[src/rtl/segway_math_pipe_if.sv]
// Sample/command bundle between the balance controller, the drive-math pipe and the motor stage.
// The master drives samples and receives speed commands; the slave is the datapath.
interface segway_math_pipe_if #(
    parameter int W    = 12,
    parameter int SS_W = 8
);
    logic                vld_in;
    logic signed [W-1:0] PID_cntrl;
    logic [SS_W-1:0]     ss_tmr;
    logic [11:0]         steer_pot;
    logic                en_steer;
    logic                pwr_up;
    logic signed [W-1:0] lft_spd;
    logic signed [W-1:0] rght_spd;
    logic                spd_vld;
    logic                too_fast;

    modport master (
        output vld_in, PID_cntrl, ss_tmr, steer_pot, en_steer, pwr_up,
        input  lft_spd, rght_spd, spd_vld, too_fast
    );

    modport slave (
        input  vld_in, PID_cntrl, ss_tmr, steer_pot, en_steer, pwr_up,
        output lft_spd, rght_spd, spd_vld, too_fast
    );
endinterface

[src/rtl/segway_math_pipe.sv]
// Three-stage drive math: soft-start scaling and steering, deadzone shaping,
// then saturation, per-sample slew limiting and persistent over-speed detection.
module segway_math_pipe #(
    parameter int W               = 12,
    parameter int SS_W            = 8,
    parameter int MIN_DUTY        = 'h3C0,
    parameter int LOW_TORQUE_BAND = 'h3C,
    parameter int GAIN_MULT       = 16,
    parameter int SLEW_STEP       = 'h20,
    parameter int FAST_THRESH     = 1792,
    parameter int FAST_CNT        = 4
) (
    input logic              clk,
    input logic              rst,
    segway_math_pipe_if.slave bus
);
    localparam int TW = W + 1;
    localparam int PW = W + SS_W + 1;
    localparam int CW = $clog2(FAST_CNT + 1);

    localparam logic signed [TW-1:0] BAND_T  = TW'(LOW_TORQUE_BAND);
    localparam logic signed [TW-1:0] NBAND_T = -BAND_T;
    localparam logic signed [TW-1:0] DUTY_T  = TW'(MIN_DUTY);
    localparam logic signed [TW-1:0] GAIN_T  = TW'(GAIN_MULT);
    localparam logic signed [TW-1:0] SLEW_T  = TW'(SLEW_STEP);
    localparam logic signed [TW-1:0] MAX_T   = TW'((2 ** (W - 1)) - 1);
    localparam logic signed [TW-1:0] MIN_T   = -TW'(2 ** (W - 1));
    localparam logic signed [W-1:0]  THR_T   = W'(FAST_THRESH);
    localparam logic [CW-1:0]        CNT_MAX = CW'(FAST_CNT);

    logic                 s1_vld_d, s1_vld_q;
    logic signed [W-1:0]  pid_ss_d, pid_ss_q;
    logic signed [W-1:0]  steer_d, steer_q;
    logic                 en_steer1_d, en_steer1_q;
    logic                 pwr_up1_d, pwr_up1_q;
    logic                 s2_vld_d, s2_vld_q;
    logic signed [TW-1:0] lft_tq_d, lft_tq_q;
    logic signed [TW-1:0] rght_tq_d, rght_tq_q;
    logic                 pwr_up2_d, pwr_up2_q;
    logic signed [W-1:0]  lft_spd_d, lft_spd_q;
    logic signed [W-1:0]  rght_spd_d, rght_spd_q;
    logic                 spd_vld_d, spd_vld_q;
    logic [CW-1:0]        cnt_d, cnt_q;

    logic signed [PW-1:0] prod;
    logic signed [PW-1:0] prod_shr;
    logic [11:0]          pot_sat;
    logic signed [11:0]   steer_s;
    logic signed [11:0]   steer12;
    logic signed [TW-1:0] lft_raw, rght_raw;

    // Small-torque region is boosted by the gain; beyond it a fixed offset clears the motor deadzone.
    function automatic logic signed [TW-1:0] shape(input logic signed [TW-1:0] t);
        if (t > BAND_T)       return t + DUTY_T;
        else if (t < NBAND_T) return t - DUTY_T;
        else                  return t * GAIN_T;
    endfunction

    function automatic logic signed [W-1:0] sat(input logic signed [TW-1:0] t);
        if (t > MAX_T)      return MAX_T[W-1:0];
        else if (t < MIN_T) return MIN_T[W-1:0];
        else                return t[W-1:0];
    endfunction

    // Difference taken one bit wider so a full-scale swing cannot wrap.
    function automatic logic signed [W-1:0] slew(input logic signed [W-1:0] tgt,
                                                 input logic signed [W-1:0] cur);
        logic signed [TW-1:0] diff;
        logic signed [TW-1:0] step;
        diff = TW'(tgt) - TW'(cur);
        step = TW'(cur);
        if (diff > SLEW_T)       step = step + SLEW_T;
        else if (diff < -SLEW_T) step = step - SLEW_T;
        else                     step = TW'(tgt);
        return step[W-1:0];
    endfunction

    // NOTE: every variable written here gets a default first, so no latch is inferred.
    always_comb begin
        s1_vld_d    = bus.vld_in;
        pid_ss_d    = pid_ss_q;
        steer_d     = steer_q;
        en_steer1_d = en_steer1_q;
        pwr_up1_d   = pwr_up1_q;

        prod     = $signed(bus.PID_cntrl) * $signed({1'b0, bus.ss_tmr});
        prod_shr = prod >>> SS_W;
        pot_sat  = bus.steer_pot;
        if (bus.steer_pot < 12'h200)      pot_sat = 12'h200;
        else if (bus.steer_pot > 12'hE00) pot_sat = 12'hE00;
        steer_s = $signed(pot_sat - 12'h7FF);
        steer12 = (steer_s >>> 4) + (steer_s >>> 3);

        if (bus.vld_in) begin
            pid_ss_d    = prod_shr[W-1:0];
            steer_d     = W'(steer12);
            en_steer1_d = bus.en_steer;
            pwr_up1_d   = bus.pwr_up;
        end

        s2_vld_d  = s1_vld_q;
        lft_tq_d  = lft_tq_q;
        rght_tq_d = rght_tq_q;
        pwr_up2_d = pwr_up2_q;
        lft_raw   = TW'(pid_ss_q);
        rght_raw  = TW'(pid_ss_q);
        if (en_steer1_q) begin
            lft_raw  = TW'(pid_ss_q) + TW'(steer_q);
            rght_raw = TW'(pid_ss_q) - TW'(steer_q);
        end
        if (s1_vld_q) begin
            lft_tq_d  = shape(lft_raw);
            rght_tq_d = shape(rght_raw);
            pwr_up2_d = pwr_up1_q;
        end

        spd_vld_d  = s2_vld_q;
        lft_spd_d  = lft_spd_q;
        rght_spd_d = rght_spd_q;
        cnt_d      = cnt_q;
        if (s2_vld_q) begin
            if (!pwr_up2_q) begin
                lft_spd_d  = '0;
                rght_spd_d = '0;
                cnt_d      = '0;
            end else begin
                lft_spd_d  = slew(sat(lft_tq_q), lft_spd_q);
                rght_spd_d = slew(sat(rght_tq_q), rght_spd_q);
                if (lft_spd_d > THR_T || rght_spd_d > THR_T)
                    cnt_d = (cnt_q == CNT_MAX) ? cnt_q : cnt_q + CW'(1);
                else
                    cnt_d = '0;
            end
        end
    end

    // NOTE: state registers use non-blocking assignments so every flop samples pre-edge values.
    always_ff @(posedge clk) begin
        if (rst) begin
            s1_vld_q    <= 1'b0;
            pid_ss_q    <= '0;
            steer_q     <= '0;
            en_steer1_q <= 1'b0;
            pwr_up1_q   <= 1'b0;
            s2_vld_q    <= 1'b0;
            lft_tq_q    <= '0;
            rght_tq_q   <= '0;
            pwr_up2_q   <= 1'b0;
            lft_spd_q   <= '0;
            rght_spd_q  <= '0;
            spd_vld_q   <= 1'b0;
            cnt_q       <= '0;
        end else begin
            s1_vld_q    <= s1_vld_d;
            pid_ss_q    <= pid_ss_d;
            steer_q     <= steer_d;
            en_steer1_q <= en_steer1_d;
            pwr_up1_q   <= pwr_up1_d;
            s2_vld_q    <= s2_vld_d;
            lft_tq_q    <= lft_tq_d;
            rght_tq_q   <= rght_tq_d;
            pwr_up2_q   <= pwr_up2_d;
            lft_spd_q   <= lft_spd_d;
            rght_spd_q  <= rght_spd_d;
            spd_vld_q   <= spd_vld_d;
            cnt_q       <= cnt_d;
        end
    end

    assign bus.lft_spd  = lft_spd_q;
    assign bus.rght_spd = rght_spd_q;
    assign bus.spd_vld  = spd_vld_q;
    assign bus.too_fast = (cnt_q == CNT_MAX);
endmodule

[src/flat_wrapper.sv]
// flat-port wrapper written by rule: the top's interface ports become plain ports
module segway_math_pipe_flat 
#(
    parameter int W               = 12,
    parameter int SS_W            = 8,
    parameter int MIN_DUTY        = 'h3C0,
    parameter int LOW_TORQUE_BAND = 'h3C,
    parameter int GAIN_MULT       = 16,
    parameter int SLEW_STEP       = 'h20,
    parameter int FAST_THRESH     = 1792,
    parameter int FAST_CNT        = 4
)
  (clk, rst, bus_vld_in, bus_PID_cntrl, bus_ss_tmr, bus_steer_pot, bus_en_steer, bus_pwr_up, bus_lft_spd, bus_rght_spd, bus_spd_vld, bus_too_fast);
  segway_math_pipe_if #(.W(W), .SS_W(SS_W)) bus_i ();
  input logic clk;
  input logic rst;
  input wire logic [$bits(bus_i.vld_in)-1:0] bus_vld_in;
  input wire logic [$bits(bus_i.PID_cntrl)-1:0] bus_PID_cntrl;
  input wire logic [$bits(bus_i.ss_tmr)-1:0] bus_ss_tmr;
  input wire logic [$bits(bus_i.steer_pot)-1:0] bus_steer_pot;
  input wire logic [$bits(bus_i.en_steer)-1:0] bus_en_steer;
  input wire logic [$bits(bus_i.pwr_up)-1:0] bus_pwr_up;
  output wire logic [$bits(bus_i.lft_spd)-1:0] bus_lft_spd;
  output wire logic [$bits(bus_i.rght_spd)-1:0] bus_rght_spd;
  output wire logic [$bits(bus_i.spd_vld)-1:0] bus_spd_vld;
  output wire logic [$bits(bus_i.too_fast)-1:0] bus_too_fast;
  assign bus_i.vld_in = bus_vld_in;
  assign bus_i.PID_cntrl = bus_PID_cntrl;
  assign bus_i.ss_tmr = bus_ss_tmr;
  assign bus_i.steer_pot = bus_steer_pot;
  assign bus_i.en_steer = bus_en_steer;
  assign bus_i.pwr_up = bus_pwr_up;
  assign bus_lft_spd = bus_i.lft_spd;
  assign bus_rght_spd = bus_i.rght_spd;
  assign bus_spd_vld = bus_i.spd_vld;
  assign bus_too_fast = bus_i.too_fast;
  segway_math_pipe #(.W(W), .SS_W(SS_W), .MIN_DUTY(MIN_DUTY), .LOW_TORQUE_BAND(LOW_TORQUE_BAND), .GAIN_MULT(GAIN_MULT), .SLEW_STEP(SLEW_STEP), .FAST_THRESH(FAST_THRESH), .FAST_CNT(FAST_CNT)) u_core (.clk(clk), .rst(rst), .bus(bus_i));
endmodule
[config.mk]
export PLATFORM = sky130hd
export DESIGN_NAME = segway_math_pipe_flat
export DESIGN_NICKNAME = d
export VERILOG_FILES = /design/src/rtl/segway_math_pipe_if.sv /design/src/rtl/segway_math_pipe.sv /design/src/flat_wrapper.sv
export SDC_FILE = /design/constraint.sdc
export NUM_CORES = 1
export LEC_CHECK = 0
export CAP_MARGIN = 20
export CORE_ASPECT_RATIO = 1.75
export CORE_MARGIN = 4
export CORE_UTILIZATION = 68
export DETAILED_ROUTE_END_ITERATION = 12
export PLACE_DENSITY = 0.93
export SLEW_MARGIN = 15
export SYNTH_ARGS = -nofsm -noshare
export SYNTH_HDL_FRONTEND = slang
export SYNTH_SLANG_ARGS = --single-unit
[constraint.sdc]
create_clock -name clk -period 10.1 [get_ports clk]
set_clock_uncertainty 0.2 [all_clocks]
set_input_delay 2.02 -clock clk [delete_from_list [all_inputs] [get_ports clk]]
set_output_delay 2.02 -clock clk [all_outputs]
set_load 0.03 [all_outputs]
==> out/metrics.csv <==
metric;value;unit
status;complete, no violations;
rows;62;
clk_latency;0.35;ns
synthMuxAreaShare;0.0249;
routed_wl;30.5;mm
final_antenna_net_count;0;
post_cts_buffers;0;
first_pass_iters;8;
rsz0062_at_grt;no;
first_iter_violations;656;
crit_chain;clkdlybuf4s50_1 -> nand2_1 -> fa_1 -> fa_1 -> inv_1 -> ha_1 -> inv_1 -> fa_1 -> inv_1 -> ha_1 -> nand4_1 -> o21bai_1 -> a21o_1 -> a21o_1 -> a21oi_1 -> o21ba_2 -> o21a_1 -> nor3_1 -> or3_1 -> a21oi_1 -> or4b_2 -> o311ai_0;
fmax;130;MHz
crit_path_max_incr_delay;0.72;ns
core;16400;µm²
antenna_found_initial;0;
powerDensity;259;nW/µm²
cts_sinks;81;
synthTopCellsByArea;dfxtp_1 (14%), fa_1 (14%), ha_1 (11%), inv_1 (6.2%), nor2_1 (4.5%);
clockBufferDepth;2;
p_clk_frac;0.108;
yosys.area.top_type;dfxtp_1;
arrival;7.73;ns
cts_tree;built;
seq_area_frac_synth;0.142;
syn2layout_area_growth;8.64;%
p_sw;0.00167;W
synth-compound-area-share;0.210;
p_comb_frac;0.764;
hold_violations;0;
grt_max_degree;72;
drc;0;
hp-class;reg2reg;
grt_pass1_wl;50.3;mm
seqPwrFrac;0.128;
cts_buffers;9;
vias_per_cell;6.39;
synth_fa_ha_area_frac;0.254;
root_buffer;clkbuf_16;
synthDistinctLibCells;98;
top_layer;met4;
dieWidth;106;µm
groute.usage.overall;0.322;
overflow;0;
io_buffers;62;
crit_required;10.15;ns
p_int;0.00153;W
finalSetupViolations;0;
crit_slowest_cell;clkdlybuf4s50_1;
finalMaxSlewViolations;0;
stdcell_area;12400;µm²
async_flop_share;0;
critPathCaptureType;flop;
maxCapViolCount;0;
vias;11000;
avgRoutedWirePerCell;17.7;µm
synthFlopType;dfxtp_1;
synth_top_family_by_area;adder cells;
route.met2.wl;17.0;mm
placed_area;12100;µm²
syn_inst;1476;
crit_path_start_kind;input port;
synth_edf_count;0;
ys_seq_elements;81;
dieArea;19000;µm²
synth_area;11400;µm²
critical_path_class;in2reg;
synth_top_cell_area_share;0.142;
antennaDiodeCount;0;
worstPathMaxFanout;12;
clk_pin_slew_worst_paths;0.07;ns
synth.avg_cell_area;7.73;µm²
place.gp.congestion;0.982;
switching_share;0.521;
initial_core_util;0.694;
fin_crit_sh;0.760;
min_period;7.68;ns
ir_drop;191;µV
yosysWarnings;0;
synthSimpleGateAreaFrac;0.245;
setup_tns;0;ns
die_y;179;µm
synth_nets;1696;
hold_ws;0.265;ns
relSlewSlack;0.338;
total_leakage_power;5.36;nW
dp_hpwl;24.6;mm
synth_xor_area_frac;0.0369;
cts_resized;0;
layout-drive-gt1-share;0.0505;
dr_wl_met3;1.11;mm
pin_count;63;
first_global_vias;11000;
htreeDepth;3;
worst_pin_slew;0.986;ns
wl_met1;10.3;mm
final_core_util;0.754;
nNetsFinal;1719;
cts_hold_buf;0;
[path summary, 6_finish.rpt]
| check | start | to | slack (ns) | cells after the start |
|---|---|---|---|---|
| worst min-delay path | u_core.rght_tq_q[7] | u_core.rght_tq_q[7] | 0.27 | 2 |
| worst max register to register | u_core.rght_tq_q[12] | u_core.cnt_q[2] | 4.53 | 16 |
| worst max-delay path | bus_ss_tmr[2] | u_core.pid_ss_q[9] | 2.42 | 22 |
| worst min register to register | u_core.rght_tq_q[7] | u_core.rght_tq_q[7] | 0.27 | 2 |
[cells by family after synthesis]
kind of cell / count (synthesis)
buffers and inverters: 247
multiplexers: 28
adder cells (fa/ha/maj): 184
AND/OR/NAND/NOR: 555
AO/OA/AOI/OAI: 333
XOR/XNOR: 48
flip-flops: 81
[cells in the final DEF (no fill, tap or decap), types with 8 or more instances in the layout]
| cell type | count |
|---|---|
| a211oi_1 | 18 |
| a21o_1 | 18 |
| a21oi_1 | 77 |
| a221oi_1 | 8 |
| a22oi_1 | 17 |
| a31oi_1 | 21 |
| and2_1 | 70 |
| and3_1 | 12 |
| clkbuf_16 | 9 |
| clkdlybuf4s50_1 | 61 |
| dfxtp_1 | 81 |
| fa_1 | 80 |
| ha_1 | 103 |
| inv_1 | 188 |
| mux2i_1 | 25 |
| nand2_1 | 128 |
| nand2b_1 | 12 |
| nand3_1 | 42 |
| nand3b_1 | 8 |
| nand4_1 | 16 |
| nor2_1 | 138 |
| nor2b_1 | 14 |
| nor3_1 | 42 |
| nor4_1 | 15 |
| o21ai_0 | 42 |
| o221ai_1 | 9 |
| or2_2 | 13 |
| or3_1 | 14 |
| xnor2_1 | 34 |
| xor2_1 | 14 |
[flip-flops by register name, indices dropped and copies added (netlist names), 3 cells and up]
register / flops
u_core.lft_tq_q: 13
u_core.rght_tq_q: 13
u_core.bus.lft_spd: 12
u_core.bus.rght_spd: 12
u_core.pid_ss_q: 12
u_core.steer_q: 10
u_core.cnt_q: 3
[per-stage QoR]
| stage | std cells | total power, W | setup WS (ns) |
|---|---|---|---|
| 6_report | 1728 | 0.00320 | 2.42 |
| 5_1_grt | 1728 | 0.00349 | 2.11 |
| 4_1_cts | 1728 | 0.00317 | 2.43 |
| 3_5_place_dp | 1712 | 0.00281 | 2.10 |
| 3_3_place_gp | 1712 | 0.00272 | 2.28 |
| 2_1_floorplan | 1476 | 0.00231 | 3.10 |
[cell type report]
cell class | instances | area (µm²)
clock buffer | 9 | 225
timing repair buffer | 69 | 668
clock inverter | 7 | 85.1
inverter | 190 | 713
multi-input combinational | 1148 | 8800
sequential | 81 | 1620
fill | 1279 | 4050
tap | 224 | 280
[synthesized netlist by cell type (all sizes together) (6+ instances only)]
master / instances
a221oi: 8
nor4: 16
a41oi: 6
nand4: 16
mux2i: 25
nor4b: 6
nor2: 138
a311oi: 6
a21oi: 78
o31ai: 6
nor3: 43
or3: 16
buf: 15
nor2b: 14
fa: 80
a31o: 7
o21bai: 6
or2: 14
and3: 13
dfxtp: 81
o21ai: 46
nand3: 42
nand2: 129
a21boi: 6
inv: 188
o211ai: 6
and2: 71
nand2b: 12
a211oi: 19
o221ai: 10
o21a: 7
ha: 103
xor2: 14
a21o: 19
a22oi: 17
nand3b: 8
xnor2: 34
clkbuf: 42
o22ai: 6
a31oi: 21
[per-layer routing]
metal	global-route usage	vias to the layer above
met2	0.642	431
met4	0.232	0
li1	-	5197
met5	0	-
met1	0.300	5239
met3	0.0301	175
[worst max-delay path, delay by kind of cell]
kind                       cells  cell delay [ns]
adders and majority gates      5             2.12
and+or+nand+nor                5             1.51
AOI/OAI and AO/OA              8             1.19
buffers and inverters          4             0.87
[power by group through the flow]
stage,registers (W),clock network (W),logic (W)
3_5_place_dp,0.000414,0,0.00239
6_report,0.000410,0.000347,0.00245
3_3_place_gp,0.000412,0,0.00231
5_1_grt,0.000415,0.000360,0.00272
2_1_floorplan,0.000394,0,0.00192
4_1_cts,0.000408,0.000346,0.00241
No activity file was read; power rests on OpenSTA's default activity.
